===== src/rtl/vram_arbiter.sv =====
// Single-port VRAM arbiter: display reads own every visible pixel tick, one writer uses the free cycles.
// Optional macro VRAM_ARB_BLANK_ONLY_EN restricts writes to vertical blanking (tear-free updates).
module vram_arbiter #(
  parameter int DW          = 8,
  parameter int AW          = 19,
  parameter int SCALE_SHIFT = 0
) (
  input  logic          clk,
  input  logic          reset_n,
  input  logic          p_tick,
  input  logic          video_on,
  input  logic          hsync_in,
  input  logic          vsync_in,
  input  logic [9:0]    pixel_x,
  input  logic [9:0]    pixel_y,
  input  logic          wr_req,
  input  logic [AW-1:0] wr_addr,
  input  logic [DW-1:0] wr_data,
  output logic          wr_ack,
  output logic          wr_busy,
  output logic [AW-1:0] mem_addr,
  output logic          mem_we,
  output logic [DW-1:0] mem_wdata,
  input  logic [DW-1:0] mem_rdata,
  output logic [DW-1:0] pix_out,
  output logic          hsync_out,
  output logic          vsync_out,
  output logic          video_on_out
);

  typedef enum logic [1:0] {
    IDLE,
    PEND,
    DONE
  } wr_state_t;

  localparam logic [AW-1:0] H_RES = AW'(640 >> SCALE_SHIFT);

  wr_state_t     state, state_next;
  logic [AW-1:0] wr_addr_q;
  logic [DW-1:0] wr_data_q;
  logic [9:0]    x_s, y_s;
  logic [AW-1:0] fb_addr;
  logic          rd_slot, wr_slot, wr_fire;
  logic          rd_q;
  logic [DW-1:0] pix_q;
  logic [1:0]    hs_pipe, vs_pipe, von_pipe;

  assign x_s     = pixel_x >> SCALE_SHIFT;
  assign y_s     = pixel_y >> SCALE_SHIFT;
  assign fb_addr = AW'(y_s) * H_RES + AW'(x_s);

  assign rd_slot = p_tick & video_on;
`ifdef VRAM_ARB_BLANK_ONLY_EN
  assign wr_slot = ~rd_slot & (pixel_y >= 10'd480);
`else
  assign wr_slot = ~rd_slot;
`endif

  always_ff @(posedge clk or negedge reset_n) begin
    if (!reset_n) begin
      state     <= IDLE;
      wr_addr_q <= '0;
      wr_data_q <= '0;
    end else begin
      state <= state_next;
      if (state == IDLE && wr_req) begin
        wr_addr_q <= wr_addr;
        wr_data_q <= wr_data;
      end
    end
  end

  // The display read always wins a contested cycle; the write simply waits in PEND.
  always_comb begin
    state_next = state;
    wr_fire    = 1'b0;
    wr_ack     = 1'b0;
    case (state)
      IDLE: if (wr_req) state_next = PEND;
      PEND: begin
        if (wr_slot) begin
          wr_fire    = 1'b1;
          state_next = DONE;
        end
      end
      DONE: begin
        wr_ack     = 1'b1;
        state_next = IDLE;
      end
      default: state_next = IDLE;
    endcase
  end

  assign wr_busy   = (state != IDLE);
  assign mem_we    = wr_fire;
  assign mem_addr  = wr_fire ? wr_addr_q : fb_addr;
  assign mem_wdata = wr_data_q;

  // Two stages on syncs match the read pipe: address in N, data back in N+1, on pix_out from N+2.
  always_ff @(posedge clk or negedge reset_n) begin
    if (!reset_n) begin
      rd_q     <= 1'b0;
      pix_q    <= '0;
      hs_pipe  <= '0;
      vs_pipe  <= '0;
      von_pipe <= '0;
    end else begin
      rd_q     <= rd_slot;
      if (rd_q) pix_q <= mem_rdata;
      hs_pipe  <= {hs_pipe[0], hsync_in};
      vs_pipe  <= {vs_pipe[0], vsync_in};
      von_pipe <= {von_pipe[0], video_on};
    end
  end

  assign hsync_out    = hs_pipe[1];
  assign vsync_out    = vs_pipe[1];
  assign video_on_out = von_pipe[1];
  assign pix_out      = video_on_out ? pix_q : '0;

endmodule

===== config.mk =====
export PLATFORM = sky130hd
export DESIGN_NAME = vram_arbiter
export DESIGN_NICKNAME = d
export VERILOG_FILES = /design/src/rtl/vram_arbiter.sv
export SDC_FILE = /design/constraint.sdc
export NUM_CORES = 1
export LEC_CHECK = 0
export CAP_MARGIN = 20
export CORE_MARGIN = 2
export CORE_UTILIZATION = 30
export DETAILED_ROUTE_END_ITERATION = 12
export GPL_TIMING_DRIVEN = 0
export HOLD_SLACK_MARGIN = 0.05
export REMOVE_ABC_BUFFERS = 1
export SLEW_MARGIN = 20
export SYNTH_ARGS = -nofsm -noshare
export SYNTH_HDL_FRONTEND = slang
export SYNTH_SLANG_ARGS = --single-unit

===== constraint.sdc =====
create_clock -name clk -period 4.2 [get_ports clk]
set_clock_uncertainty 0.15 [all_clocks]
set_input_delay 0.42 -clock clk [delete_from_list [all_inputs] [get_ports clk]]
set_output_delay 0.42 -clock clk [all_outputs]
set_load 0.01 [all_outputs]

==> results.ini <==
[synth]
syn-mean-instance-area_um2=10.7
number_of_enable_flip_flop_cells_after_synthesis=0
async_reset_ff_share_pct=100
postSynthCellCount=242
ys_seq_elements=44
yosys.cell_types.count=46
syn_area_um2=2600
sequential_to_total_area_share_from_yosys_stat_pct=42.4
ys_warn_count=0
yosys_most_used_dff=sky130_fd_sc_hd__dfrtp_1

[detailed_routing]
drt-pass1-iter-count=4
wirelength_mm=6.60
routed-via-count=2153
via_per_inst=4.73
drc_errors=0
drt_iter0_markers=56
ant_nets=0
drt-wirelength-per-cell_um=14.5

[grt]
first_global_vias=2320
first_pass_grt_wire_length_mm=11.0
largest_net_degree_at_the_start_of_global_routing=24
track_usage_pct=14.2
gr_ovfl_total=0
grt_antenna_before_repair=0

[clock_tree]
clk_pin_slew_worst_paths_ns=0.09
cts-buffers-inserted=5
cts-root-buf=sky130_fd_sc_hd__clkbuf_8
cts_tree=done
clock_path_buffers=2
cts_sinks=44
worstSkewPairLatency_ns=0.29
cts.htree.levels=2

[hold_path]
worst_hold_path_type=flop to flop
worst_hold_path.num_cells=0
hold-path-endpoint=vs_pipe[1]
hold_path.startpoint=vs_pipe[0]

[finish]
total_nets_final=432
antenna-diode-count=0
post-route-util_pct=47.9
layoutNonFillerInstCount=455
syn_to_final_growth_pct=53.0
ff_latch_area_um2=1100
multi_input_area_um2=1490
final_area_um2=3980
drive_gt1_share_pct=16.9
nFillCells=794

[power_and_ir_drop]
power_density_nw_per_um2=392
leakage_nw=1.71
post-layout-total-power_mw=1.56
ir_worst_vdd_mv=0.224

[die]
core_region_area_um2=8300
initial_core_util_pct=31.3
dieWidth_um=97.1
top_level_ports=103
design.die.area_um2=9420
die-height_um=97.1
core.rowCount=33

[place]
postPlaceCellArea_um2=3760
placedCellCount=443
placer_congestion_estimate=0.758
io_buffer_count=102
dp_hpwl_mm=5.08

[status]
status=completed

[worst_setup_path]
worst_ep_required_time_ns=3.63
worstPathBufferInverterCount=2
worst_r2r_setup_slack_ns=2.35
critical_path.max_stage_delay_ns=0.57
r2r.worst_path.cells=4
worstSetupStartpointType=input pin
critical_path.cell_chain=clkdlybuf4s50_1 -> ha_1 -> ha_2 -> fa_2 -> o211a_1 -> nand3_2 -> nor4_4 -> o2111ai_2 -> xnor2_1 -> mux2_2 -> dlygate4sd2_1
crit_path_max_fanout=3
crit_family=adder cells
regToRegStartpoint=state[1]
crit_type=input pin to output pin
timing.critical_path.slowest_stage_cell=sky130_fd_sc_hd__fa_2
timing.rr.end=mem_wdata[4]
critPathCaptureType=output pin
arrival_ns=3.45

[run]
max_cap_viol_count=0

[timing]
slew_headroom_pct=50.6
setup-violations-final=0
final_hold_viol_count=0
final_min_period_over_clock_period_pct=95.7
achievable-frequency_mhz=249
slew_violations=0
finalCriticalPeriod_ns=4.02
worst_pin_slew_ns=0.741

## routing by layer
metal | track usage (%) | share of wire (%)
met5 | 0 | 0
met4 | 3.25 | 0.73
met3 | 3.88 | 5.4
met2 | 25.1 | 52
met1 | 17.2 | 42
## layout make-up
| cell class | count | share of cell area (%) |
|---|---|---|
| multi-input cells | 182 | 37.5 |
| clock inverters | 3 | 1.16 |
| inverters | 8 | 0.755 |
| clock buffers | 5 | 1.73 |
| repair buffers | 108 | 27.9 |
| well taps | 105 | 3.31 |
| flip-flops and latches | 44 | 27.7 |
## report_power, final
group / internal, mW / switching (mW)
Clock: 0.179 / 0.153
Combinational: 0.374 / 0.280
Sequential: 0.522 / 0.0509
## cell usage after synthesis (2+ instances only)
library cell	number	share of area [%]
sky130_fd_sc_hd__dfrtp_1	44	42
sky130_fd_sc_hd__nand2_1	34	4.9
sky130_fd_sc_hd__mux2_2	28	12
sky130_fd_sc_hd__ha_1	19	9.1
sky130_fd_sc_hd__nor2_1	12	1.7
sky130_fd_sc_hd__and2_1	9	2.2
sky130_fd_sc_hd__mux2_1	8	3.5
sky130_fd_sc_hd__o21ai_1	8	1.5
sky130_fd_sc_hd__xor2_1	8	2.7
sky130_fd_sc_hd__a21oi_1	7	1.3
sky130_fd_sc_hd__inv_1	7	1.0
sky130_fd_sc_hd__clkbuf_1	5	0.72
sky130_fd_sc_hd__nor3_1	4	0.77
sky130_fd_sc_hd__o21ai_0	4	0.77
sky130_fd_sc_hd__xnor2_1	4	1.3
sky130_fd_sc_hd__a211o_1	3	1.0
sky130_fd_sc_hd__buf_2	3	0.58
sky130_fd_sc_hd__nor2b_1	3	0.72
sky130_fd_sc_hd__a211oi_2	2	0.96
sky130_fd_sc_hd__fa_1	2	1.5
sky130_fd_sc_hd__nor4_1	2	0.48
sky130_fd_sc_hd__or2_1	2	0.48
## cells by family (layout without fill, tap and decap cells)
| kind of cell | Yosys count | after routing | synth area share (%) |
|---|---|---|---|
| flops | 44 | 44 | 42.4 |
| simple gates | 75 | 75 | 14.2 |
| fa+ha+maj | 21 | 21 | 10.7 |
| mux | 37 | 37 | 16.0 |
| xor+xnor | 12 | 12 | 4.04 |
| buf+inv | 16 | 124 | 2.46 |
| compound gates | 37 | 37 | 10.3 |
## state kept, by name, summed over array words and instances (netlist names)
name / flops
pix_q: 8
wr_addr_q: 19
state: 2
von_pipe: 2
rd_q: 1
vs_pipe: 2
mem_wdata: 8
hs_pipe: 2
## worst max path at each step
| stage | startpoint | end | slack [ns] | cells past startpoint |
|---|---|---|---|---|
| final | pixel_y[3] | mem_addr[18] | 0.18 | 11 |
| after global routing | pixel_y[3] | mem_addr[18] | -0.003 | 11 |
| after CTS | pixel_y[1] | mem_addr[15] | 0.02 | 13 |
| after detailed placement | pixel_y[1] | mem_addr[18] | -0.28 | 11 |
| after global placement | pixel_y[1] | mem_addr[18] | -0.27 | 11 |
| after floorplan | pixel_y[1] | mem_addr[18] | 0.92 | 9 |
## through the flow
stage / TNS, ns / setup WS [ns] / hold slack [ns]
after floorplan: 0 / 0.918 / -0.0256
after global placement: -0.704 / -0.268 / 0.183
after detailed placement: -0.742 / -0.278 / 0.189
after CTS: 0 / 0.0215 / 0.211
after global routing: -0.00324 / -0.00324 / 0.224
final: 0 / 0.182 / 0.208
## cell usage in the layout, fill, tap and decap left out, types with 5 or more instances in the layout
master / synthesis / layout
sky130_fd_sc_hd__dfrtp_1: 44 / 44
sky130_fd_sc_hd__ha_1: 19 / 18
sky130_fd_sc_hd__nand2_1: 34 / 34
sky130_fd_sc_hd__clkbuf_8: 0 / 5
sky130_fd_sc_hd__and2_1: 9 / 9
sky130_fd_sc_hd__dlymetal6s2s_1: 0 / 5
sky130_fd_sc_hd__mux2_2: 28 / 28
sky130_fd_sc_hd__nor2_1: 12 / 12
sky130_fd_sc_hd__a21oi_1: 7 / 7
sky130_fd_sc_hd__mux2_1: 8 / 8
sky130_fd_sc_hd__o21ai_1: 8 / 8
sky130_fd_sc_hd__inv_1: 7 / 7
sky130_fd_sc_hd__xor2_1: 8 / 7
sky130_fd_sc_hd__clkdlybuf4s50_1: 0 / 95
## what timing repair did
| item | CTS | global route |
|---|---|---|
| resized for setup | 8 | 8 |
| setup buffers | 2 | 1 |
| pin swaps | 3 | 6 |
| hold endpoints to repair | 21 | 0 |
| setup endpoints to repair | 4 | 5 |
| hold buffers | 1 | 0 |
## worst reg2reg max path, cell delays in order (launching register included)
cell	delay (ns)
sky130_fd_sc_hd__dfrtp_1	0.41
sky130_fd_sc_hd__or2_1	0.28
sky130_fd_sc_hd__nor2_4	0.34
sky130_fd_sc_hd__buf_16	0.21
sky130_fd_sc_hd__mux2_2	0.35
No activity file was read; power rests on OpenSTA's default activity.
